$ cat src/rtl/mem_arbiter_pkg.sv
// Shared definitions for the instruction/data memory arbiter: FSM state
// encodings, parameter defaults, bus widths and the latched bus-field bundle.
package mem_arbiter_pkg;

   localparam int ADDR_W = 32;
   localparam int DATA_W = 32;
   localparam int SEL_W  = 4;
   localparam int CNT_W  = 8;

   localparam int DEF_TIMEOUT      = 16;
   localparam int DEF_STARVE_LIMIT = 3;

   localparam logic [SEL_W-1:0] SEL_ALL = 4'hF;

   typedef enum logic [1:0] {
      ST_IDLE     = 2'd0,
      ST_IF_BUSY  = 2'd1,
      ST_MEM_BUSY = 2'd2
   } arb_state_t;

   typedef struct packed {
      logic              we;
      logic [SEL_W-1:0]  sel;
      logic [ADDR_W-1:0] addr;
      logic [DATA_W-1:0] wdata;
   } bus_fields_t;

endpackage

$ cat src/rtl/mem_arbiter_if.sv
// Signal bundle between the arbiter, its two requesters (fetch and load/store)
// and the shared memory port. The arbiter uses the slave modport; the
// requesters and the memory together form the master side.
interface mem_arbiter_if;
   import mem_arbiter_pkg::*;

   logic              if_req_i;
   logic [ADDR_W-1:0] if_addr_i;
   logic              if_ack_o;
   logic              if_err_o;
   logic [DATA_W-1:0] if_rdata_o;
   logic              if_stall_o;

   logic              mem_req_i;
   logic              mem_we_i;
   logic [SEL_W-1:0]  mem_sel_i;
   logic [ADDR_W-1:0] mem_addr_i;
   logic [DATA_W-1:0] mem_wdata_i;
   logic              mem_ack_o;
   logic              mem_err_o;
   logic [DATA_W-1:0] mem_rdata_o;
   logic              mem_stall_o;

   logic              bus_ce_o;
   logic              bus_we_o;
   logic [SEL_W-1:0]  bus_sel_o;
   logic [ADDR_W-1:0] bus_addr_o;
   logic [DATA_W-1:0] bus_wdata_o;
   logic [DATA_W-1:0] bus_rdata_i;
   logic              bus_ack_i;

   modport slave (
      input  if_req_i, if_addr_i,
      output if_ack_o, if_err_o, if_rdata_o, if_stall_o,
      input  mem_req_i, mem_we_i, mem_sel_i, mem_addr_i, mem_wdata_i,
      output mem_ack_o, mem_err_o, mem_rdata_o, mem_stall_o,
      output bus_ce_o, bus_we_o, bus_sel_o, bus_addr_o, bus_wdata_o,
      input  bus_rdata_i, bus_ack_i
   );

   modport master (
      output if_req_i, if_addr_i,
      input  if_ack_o, if_err_o, if_rdata_o, if_stall_o,
      output mem_req_i, mem_we_i, mem_sel_i, mem_addr_i, mem_wdata_i,
      input  mem_ack_o, mem_err_o, mem_rdata_o, mem_stall_o,
      input  bus_ce_o, bus_we_o, bus_sel_o, bus_addr_o, bus_wdata_o,
      output bus_rdata_i, bus_ack_i
   );

endinterface

$ cat src/rtl/mem_arbiter_timeout.sv
// Bus-transaction watchdog for the memory arbiter. Counts busy cycles that
// ended without an acknowledge; terminal is high in the cycle where the
// count reaches TIMEOUT-1, which is the last cycle the arbiter will wait.
module mem_arb_timeout
   import mem_arbiter_pkg::*;
#(
   parameter int TIMEOUT = DEF_TIMEOUT
) (
   input  logic clk,
   input  logic rst,
   input  logic clear,
   input  logic enable,
   output logic terminal
);

   logic [CNT_W-1:0] count;

   // Wait counter: restarts whenever the arbiter is idle, advances on every unacknowledged busy cycle
   always_ff @(posedge clk) begin
      if (rst || clear) begin
         count <= '0;
      end else if (enable && !terminal) begin
         count <= count + 1'b1;
      end
   end

   assign terminal = (count == CNT_W'(TIMEOUT - 1));

endmodule

$ cat src/rtl/mem_arbiter.sv
// Two-requester arbiter for a single shared memory port. Fetch (IF) and
// load/store (MEM) requests are serialised onto one registered bus; MEM has
// strict priority, and a stalled bus is abandoned with an error after TIMEOUT
// cycles. Defining MEM_ARB_FAIR_EN adds a starvation counter that hands the
// bus to IF after STARVE_LIMIT consecutive MEM wins over a waiting fetch.
module mem_arbiter
   import mem_arbiter_pkg::*;
#(
   parameter int TIMEOUT      = DEF_TIMEOUT,
   parameter int STARVE_LIMIT = DEF_STARVE_LIMIT
) (
   input logic          clk,
   input logic          rst,
   mem_arbiter_if.slave arb
);

   arb_state_t  state;
   arb_state_t  state_next;
   bus_fields_t bus_q;
   logic        bus_ce_q;

   logic grant_if;
   logic grant_mem;
   logic force_if;
   logic busy;
   logic to_terminal;
   logic done;
   logic timed_out;

   assign busy      = (state != ST_IDLE);
   assign done      = busy && (arb.bus_ack_i || to_terminal);
   assign timed_out = busy && !arb.bus_ack_i && to_terminal;

   mem_arb_timeout #(
      .TIMEOUT (TIMEOUT)
   ) u_timeout (
      .clk      (clk),
      .rst      (rst),
      .clear    (state == ST_IDLE),
      .enable   (busy && !arb.bus_ack_i),
      .terminal (to_terminal)
   );

`ifdef MEM_ARB_FAIR_EN
   logic [CNT_W-1:0] starve_cnt;

   // Starvation tracking: count MEM wins while a fetch waits, forget them once IF is served or stops asking
   always_ff @(posedge clk) begin
      if (rst) begin
         starve_cnt <= '0;
      end else if (grant_if) begin
         starve_cnt <= '0;
      end else if ((state == ST_IDLE) && !arb.if_req_i) begin
         starve_cnt <= '0;
      end else if (grant_mem && arb.if_req_i && (starve_cnt != '1)) begin
         starve_cnt <= starve_cnt + 1'b1;
      end
   end

   assign force_if = (starve_cnt == CNT_W'(STARVE_LIMIT));
`else
   logic [CNT_W-1:0] unused_starve_limit;

   assign unused_starve_limit = CNT_W'(STARVE_LIMIT);
   assign force_if            = 1'b0;
`endif

   // Arbitration: only decided in IDLE; MEM first unless a starved fetch is being forced through
   always_comb begin
      grant_if  = 1'b0;
      grant_mem = 1'b0;
      if (state == ST_IDLE) begin
         if (arb.mem_req_i && !(arb.if_req_i && force_if)) begin
            grant_mem = 1'b1;
         end else if (arb.if_req_i) begin
            grant_if = 1'b1;
         end
      end
   end

   // Next-state logic: enter the winner's busy state, return to IDLE on ack or timeout
   always_comb begin
      state_next = state;
      case (state)
         ST_IDLE: begin
            if (grant_mem) begin
               state_next = ST_MEM_BUSY;
            end else if (grant_if) begin
               state_next = ST_IF_BUSY;
            end
         end
         ST_IF_BUSY, ST_MEM_BUSY: begin
            if (done) begin
               state_next = ST_IDLE;
            end
         end
         default: state_next = ST_IDLE;
      endcase
   end

   // State and bus registers: fields are captured at the grant edge and frozen until the transaction ends
   always_ff @(posedge clk) begin
      if (rst) begin
         state    <= ST_IDLE;
         bus_ce_q <= 1'b0;
         bus_q    <= '0;
      end else begin
         state    <= state_next;
         bus_ce_q <= (state_next != ST_IDLE);
         if (grant_mem) begin
            bus_q.we    <= arb.mem_we_i;
            bus_q.sel   <= arb.mem_sel_i;
            bus_q.addr  <= arb.mem_addr_i;
            bus_q.wdata <= arb.mem_wdata_i;
         end else if (grant_if) begin
            bus_q.we    <= 1'b0;
            bus_q.sel   <= SEL_ALL;
            bus_q.addr  <= arb.if_addr_i;
            bus_q.wdata <= '0;
         end else if (done) begin
            bus_q <= '0;
         end
      end
   end

   assign arb.bus_ce_o    = bus_ce_q;
   assign arb.bus_we_o    = bus_q.we;
   assign arb.bus_sel_o   = bus_q.sel;
   assign arb.bus_addr_o  = bus_q.addr;
   assign arb.bus_wdata_o = bus_q.wdata;

   // Completion signalling: only the bus owner sees ack/err, and read data passes through only on a real ack
   always_comb begin
      arb.if_ack_o    = 1'b0;
      arb.if_err_o    = 1'b0;
      arb.if_rdata_o  = '0;
      arb.mem_ack_o   = 1'b0;
      arb.mem_err_o   = 1'b0;
      arb.mem_rdata_o = '0;
      if (state == ST_IF_BUSY) begin
         arb.if_ack_o = done;
         arb.if_err_o = timed_out;
         if (arb.bus_ack_i) begin
            arb.if_rdata_o = arb.bus_rdata_i;
         end
      end else if (state == ST_MEM_BUSY) begin
         arb.mem_ack_o = done;
         arb.mem_err_o = timed_out;
         if (arb.bus_ack_i) begin
            arb.mem_rdata_o = arb.bus_rdata_i;
         end
      end
   end

   assign arb.if_stall_o  = arb.if_req_i && !arb.if_ack_o;
   assign arb.mem_stall_o = arb.mem_req_i && !arb.mem_ack_o;

endmodule
$ cat src/flat_wrapper.sv
// flat-port wrapper written by rule: the top's interface ports become plain ports
module mem_arbiter_flat import mem_arbiter_pkg::*;
#(
   parameter int TIMEOUT      = DEF_TIMEOUT,
   parameter int STARVE_LIMIT = DEF_STARVE_LIMIT
)
  (clk, rst, arb_if_req_i, arb_if_addr_i, arb_if_ack_o, arb_if_err_o, arb_if_rdata_o, arb_if_stall_o, arb_mem_req_i, arb_mem_we_i, arb_mem_sel_i, arb_mem_addr_i, arb_mem_wdata_i, arb_mem_ack_o, arb_mem_err_o, arb_mem_rdata_o, arb_mem_stall_o, arb_bus_ce_o, arb_bus_we_o, arb_bus_sel_o, arb_bus_addr_o, arb_bus_wdata_o, arb_bus_rdata_i, arb_bus_ack_i);
  mem_arbiter_if arb_i ();
  input logic clk;
  input logic rst;
  input wire logic [$bits(arb_i.if_req_i)-1:0] arb_if_req_i;
  input wire logic [$bits(arb_i.if_addr_i)-1:0] arb_if_addr_i;
  output wire logic [$bits(arb_i.if_ack_o)-1:0] arb_if_ack_o;
  output wire logic [$bits(arb_i.if_err_o)-1:0] arb_if_err_o;
  output wire logic [$bits(arb_i.if_rdata_o)-1:0] arb_if_rdata_o;
  output wire logic [$bits(arb_i.if_stall_o)-1:0] arb_if_stall_o;
  input wire logic [$bits(arb_i.mem_req_i)-1:0] arb_mem_req_i;
  input wire logic [$bits(arb_i.mem_we_i)-1:0] arb_mem_we_i;
  input wire logic [$bits(arb_i.mem_sel_i)-1:0] arb_mem_sel_i;
  input wire logic [$bits(arb_i.mem_addr_i)-1:0] arb_mem_addr_i;
  input wire logic [$bits(arb_i.mem_wdata_i)-1:0] arb_mem_wdata_i;
  output wire logic [$bits(arb_i.mem_ack_o)-1:0] arb_mem_ack_o;
  output wire logic [$bits(arb_i.mem_err_o)-1:0] arb_mem_err_o;
  output wire logic [$bits(arb_i.mem_rdata_o)-1:0] arb_mem_rdata_o;
  output wire logic [$bits(arb_i.mem_stall_o)-1:0] arb_mem_stall_o;
  output wire logic [$bits(arb_i.bus_ce_o)-1:0] arb_bus_ce_o;
  output wire logic [$bits(arb_i.bus_we_o)-1:0] arb_bus_we_o;
  output wire logic [$bits(arb_i.bus_sel_o)-1:0] arb_bus_sel_o;
  output wire logic [$bits(arb_i.bus_addr_o)-1:0] arb_bus_addr_o;
  output wire logic [$bits(arb_i.bus_wdata_o)-1:0] arb_bus_wdata_o;
  input wire logic [$bits(arb_i.bus_rdata_i)-1:0] arb_bus_rdata_i;
  input wire logic [$bits(arb_i.bus_ack_i)-1:0] arb_bus_ack_i;
  assign arb_i.if_req_i = arb_if_req_i;
  assign arb_i.if_addr_i = arb_if_addr_i;
  assign arb_if_ack_o = arb_i.if_ack_o;
  assign arb_if_err_o = arb_i.if_err_o;
  assign arb_if_rdata_o = arb_i.if_rdata_o;
  assign arb_if_stall_o = arb_i.if_stall_o;
  assign arb_i.mem_req_i = arb_mem_req_i;
  assign arb_i.mem_we_i = arb_mem_we_i;
  assign arb_i.mem_sel_i = arb_mem_sel_i;
  assign arb_i.mem_addr_i = arb_mem_addr_i;
  assign arb_i.mem_wdata_i = arb_mem_wdata_i;
  assign arb_mem_ack_o = arb_i.mem_ack_o;
  assign arb_mem_err_o = arb_i.mem_err_o;
  assign arb_mem_rdata_o = arb_i.mem_rdata_o;
  assign arb_mem_stall_o = arb_i.mem_stall_o;
  assign arb_bus_ce_o = arb_i.bus_ce_o;
  assign arb_bus_we_o = arb_i.bus_we_o;
  assign arb_bus_sel_o = arb_i.bus_sel_o;
  assign arb_bus_addr_o = arb_i.bus_addr_o;
  assign arb_bus_wdata_o = arb_i.bus_wdata_o;
  assign arb_i.bus_rdata_i = arb_bus_rdata_i;
  assign arb_i.bus_ack_i = arb_bus_ack_i;
  mem_arbiter #(.TIMEOUT(TIMEOUT), .STARVE_LIMIT(STARVE_LIMIT)) u_core (.clk(clk), .rst(rst), .arb(arb_i));
endmodule
$ cat config.mk
export PLATFORM = sky130hd
export DESIGN_NAME = mem_arbiter_flat
export DESIGN_NICKNAME = d
export VERILOG_FILES = /design/src/rtl/mem_arbiter_pkg.sv /design/src/rtl/mem_arbiter_if.sv /design/src/rtl/mem_arbiter_timeout.sv /design/src/rtl/mem_arbiter.sv /design/src/flat_wrapper.sv
export SDC_FILE = /design/constraint.sdc
export NUM_CORES = 1
export LEC_CHECK = 0
export BUFFER_PORTS_ARGS = -buffer_cell sky130_fd_sc_hd__buf_2
export CORE_ASPECT_RATIO = 0.6
export CORE_MARGIN = 1
export CORE_UTILIZATION = 41
export DETAILED_ROUTE_END_ITERATION = 7
export GPL_ROUTABILITY_DRIVEN = 1
export PLACE_DENSITY = 0.79
export SYNTH_ARGS = -nofsm -noshare
export SYNTH_HDL_FRONTEND = slang
export SYNTH_SLANG_ARGS = --single-unit
$ cat constraint.sdc
create_clock -name clk -period 2.3 [get_ports clk]
set_input_delay 0.23 -clock clk [delete_from_list [all_inputs] [get_ports clk]]
set_output_delay 0.23 -clock clk [all_outputs]
set_load 0.02 [all_outputs]
* Word level (Yosys, flattened, before mapping)
Cells that the tools add are included.
Widths: inputs -> output; s select.
** Word-level totals
- Register bits :: 80
- Input port bits :: 138
** Operators by class
- Multiplexer cells :: 22
- Reductions and logical operators :: 17
- Add/subtract/negate cells :: 1
- Equal/unequal tests :: 3
** Operators by type and width (count)
- $mux 69 :: 3
- $mux 32 :: 4
- $mux 1 :: 11
- $add 8x1->8 const B :: 1
- $eq 8x4->1 const B :: 1
- $logic_and 1x1->1 :: 6
- $mux 2 :: 3
- $logic_not 1->1 :: 4
- $pmux 2 s2 :: 1
- $reduce_bool 2->1 :: 2
- $reduce_bool 3->1 :: 1
- $eq 2x1->1 const B :: 1
- $eq 2x2->1 const B :: 1
- $logic_not 2->1 :: 1
- $logic_or 1x1->1 :: 2
- $reduce_or 2->1 :: 1

* Depth between registers and ports, before layout
- Depth after elaboration :: 7
- Mapped depth :: 10
- Mapped depth without buffers :: 6

* Cells and area by module
A second synthesis with hierarchy kept.
** Unflattened totals
- Cell total of the unflattened synthesis :: 433
- Area total of the unflattened synthesis :: 3875.0 sq um
** By module, submodules not included
- mem_arbiter :: instances 1, area an instance 3460.8 sq um, cells an instance 385
- mem_arb_timeout :: instances 1, area an instance 414.1 sq um, cells an instance 48

* Least setup slack after synthesis
No wires, ideal clock.
- Path type :: register to output
- From :: register u_core.u_timeout.count[0]
- To :: output arb_if_stall_o
- Buffers on the path :: 1
- Arrival time :: 1793 ps
- Data required time :: 2070 ps
- Path slack :: 277 ps
- Stages on the path, launching flop included :: 7
- Cells stage by stage :: dfxtp_1 > ha_1 > and3_1 > clkbuf_1 > a21oi_1 > nor3_1 > nor2b_1
** Between the ends
- Longest elaborated chain between the ends :: 6
** RTL lines
- start: declaration :: RTL line mem_arbiter_timeout.sv:16 : logic [CNT_W-1:0] count;
- start signal: assignment :: RTL line mem_arbiter_timeout.sv:23 : count <= count + 1'b1;
- $eq 8x4->1 :: RTL line mem_arbiter_timeout.sv:27 : assign terminal = (count == CNT_W'(TIMEOUT - 1));
- $logic_or 1x1->1 :: RTL line mem_arbiter.sv:31 : assign done = busy && (arb.bus_ack_i || to_terminal);
- $logic_and 1x1->1 :: RTL line mem_arbiter.sv:31
- $mux 1 :: RTL line mem_arbiter.sv:140 : if (state == ST_IF_BUSY) begin
- named net arb_if_ack_o :: RTL line flat_wrapper.sv:13 : output wire logic [$bits(arb_i.if_ack_o)-1:0] arb_if_ack_o;
- $logic_not 1->1 :: RTL line mem_arbiter.sv:155 : assign arb.if_stall_o = arb.if_req_i && !arb.if_ack_o;
- $logic_and 1x1->1 :: RTL line mem_arbiter.sv:155
- end: declaration :: RTL line flat_wrapper.sv:16 : output wire logic [$bits(arb_i.if_stall_o)-1:0] arb_if_stall_o;
The timed path passes the listed nets, and every way through them passes these cells.

* Worst setup path in the final report
- From :: register u_core.u_timeout.count[0]
- To :: output arb_if_stall_o
** Between the ends
- Longest elaborated chain between the ends :: 6
** RTL lines (RTL line)
- $eq 8x4->1 :: mem_arbiter_timeout.sv:27
- $logic_or 1x1->1 :: mem_arbiter.sv:31
- $logic_and 1x1->1 :: mem_arbiter.sv:31
- $mux 1 :: mem_arbiter.sv:140
- $logic_not 1->1 :: mem_arbiter.sv:155
- $logic_and 1x1->1 :: mem_arbiter.sv:155
No other way between the ends.

==> impl_metrics.ini <==
[sta]
grt_setup_unrepaired = false
worst_slack_ps = 130.2
min_period_ps = 2170
slew_headroom = 0.6654
fin_worst_skew_ps = 5.935
setup_violations = 0
worst_pin_slew_ps = 501.4
hold_viol_final = 0
fmax_mhz = 460.9
finalMaxSlewViolations = 0
fin_tns_setup_ps = 0
final_min_period_over_clock_period = 0.9434

[finish]
nNetsFinal = 833
antenna_cells = 0
area_growth_pct = 46.19
fillers = 785
final_cell_mix = buf_2, dfxtp_1, a21oi_1
drive_above_1_share = 0.4553
layout_commonest_cell = buf_2

[clock_network]
ctsResizeCount = 0
cts_tree = yes
cts_sinks = 80
clk_pin_slew_ps = 60
post_cts_buffers = 0
hold_buffers = 0
numCtsBuffers = 9
htreeDepth = 3
clockRootBuffer = clkbuf_16
clk_latency_ps = 330
clockBufferDepth = 2

[place]
io_buffers = 277
pre_cts_ws_ps = 370.4
dpl.hpwl_um = 9680
gp_congestion = 0.8508

[power]
power_density_mw_per_mm2 = 729.5
p_leak_nw = 2.927
ir_worst_vdd_mv = 0.4062
power_w = 0.004131

[worst_setup_path]
path_cells = ha_1 > and3_1 > a21oi_1 > nor3_1 > nor2b_1 > buf_2
crit_slowest_cell = dfxtp_1
cp_num_buf_inv = 1
critPathMaxStageDelay_ps = 380
worstSetupPathType = reg -> out
critPathCaptureType = output port
cp.arrival_ps = 1940
worstSetupStartpointType = flop
required_ps = 2070
critPathTopFamily = simple AND/OR/NAND/NOR gates
path_max_fanout = 6

[grt]
grt_max_degree = 66
antenna_found_initial = 0
track_usage = 0.2512
grt_pass1_vias = 3862
grt_pass1_wl_um = 19600
overflow = 0

[logic_synthesis]
ys.warnings.count = 0
synth_area_sq_mm = 0.003874
yosysSeqAreaShare = 0.4134
synth_top_area_frac = 0.4134
synth-seq-cells = 80
syn_inst = 434
synth_area_leaders = dfxtp_1, a22o_1, a211oi_1
yosysTopAreaCell = dfxtp_1
synth_cell_types = 35
synth_fp_nets = 577
syn-mean-instance-area_sq_um = 8.926

[detailed_routing]
dr.pass1.iters = 4
ant_nets = 0
initialDrtViolationCount = 194
drc = 0
vias = 4207
vias_per_cell = 5.106
routed_wirelength_um = 12600
routedWlPerCell_um = 15.29

[floorplan]
coreArea_sq_mm = 0.009155
die_w_um = 127.5
die_y_um = 77.29
io_pins = 278
num_rows = 27
dieArea_sq_mm = 0.009853
initial_core_util = 0.4231

[flow_run]
cap_violations = 0

[min_path]
hp-class = in -> reg

[status]
status = finished clean
[power by group]
| group | internal [W] | switching [W] |
|---|---|---|
| sequential | 0.00152 | 0.0000752 |
| clock | 0.000973 | 0.000538 |
| combinational | 0.000405 | 0.000620 |
[final cells by class]
cell class	instances	area [sq um]	share of cell area
multi-input cells	303	2056	0.3630
flip-flops and latches	80	1602	0.2828
repair buffers	291	1504	0.2656
clock buffers	10	239.0	0.04220
well taps	130	162.7	0.02872
clock inverters	5	81.33	0.01436
inverters	5	18.77	0.003314
[layer usage]
metal | wire [um] | GRT usage | up-vias
li1 | - | - | 2101
met4 | 102 | 0.05000 | 0
met5 | 0 | 0 | -
met3 | 898 | 0.07188 | 12
met1 | 5693 | 0.3332 | 1934
met2 | 5903 | 0.4060 | 160
[cells by family (layout without fill, tap and decap cells)]
family	count (synthesis)	count (layout)	synth area share
multiplexers	1	1	0.002584
flip-flops	80	80	0.4134
AO/OA/AOI/OAI	151	151	0.2817
adder cells (fa/ha/maj)	5	5	0.01615
buffers and inverters	51	311	0.05911
XOR/XNOR	5	5	0.01130
AND/OR/NAND/NOR	141	141	0.2158
[synth_stat cells]
library cell / n
ha_1: 5
clkbuf_1: 33
nor3_1: 7
buf_6: 3
nand3_1: 2
nand2b_1: 33
nor2b_1: 3
xnor2_1: 4
nand2_1: 11
and2_1: 32
or2_1: 1
o211ai_1: 32
or3b_2: 1
buf_2: 9
nand4_1: 1
and3_1: 34
nor2_1: 10
nor4_4: 1
dfxtp_1: 80
o221ai_1: 4
or3_1: 2
a211oi_1: 34
buf_4: 1
nor4_1: 1
a21oi_4: 1
inv_1: 5
a32oi_1: 2
a21oi_1: 40
a21o_1: 1
or2_2: 2
a22o_1: 33
o21ai_0: 3
xor2_1: 1
mux2i_1: 1
a21o_4: 1
[flip-flops by register name, summed over array words and instances (netlist names)]
register	cells
u_core.arb.bus_addr_o	32
u_core.arb.bus_sel_o	4
u_core.arb.bus_wdata_o	32
u_core.arb.bus_ce_o	1
u_core.state	2
u_core.u_timeout.count	8
u_core.arb.bus_we_o	1
[worst reg2reg max path, delay by kind of cell, from the launching register on]
family / cells / cell delay (ps)
compound gates: 2 / 420
fa+ha+maj: 1 / 210
buf+inv: 3 / 670
flops: 1 / 400
simple gates: 1 / 170
[final timing paths]
| check | from | to | slack (ps) | depth (start not counted) |
|---|---|---|---|---|
| worst min-delay path | arb_mem_wdata_i[11] | u_core.arb.bus_wdata_o[11]$_SDFFE_PP0P_ | 100 | 2 |
| worst max-delay path | u_core.u_timeout.count[0]$_SDFFE_PP0P_ | arb_if_stall_o | 130 | 6 |
| worst min register to register | u_core.arb.bus_sel_o[2]$_SDFFE_PP0P_ | u_core.arb.bus_sel_o[2]$_SDFFE_PP0P_ | 470 | 2 |
| worst max register to register | u_core.state[0]$_SDFF_PP0_ | u_core.arb.bus_addr_o[0]$_SDFFE_PP0P_ | 320 | 7 |
[through the flow]
step / hold WS [ps] / cell area [sq um] / utilization / instances
2_1_floorplan: 355.5 / 3874 / - / 434
3_3_place_gp: 439.0 / 5338 / 0.5830 / 809
3_5_place_dp: 443.3 / 5338 / 0.5830 / 809
4_1_cts: 94.83 / 5658 / 0.6180 / 824
5_1_grt: 98.61 / 5663 / 0.6186 / 824
6_report: 104.1 / 5663 / 0.6186 / 824
Note: power is estimated with default switching activity, not from simulation.
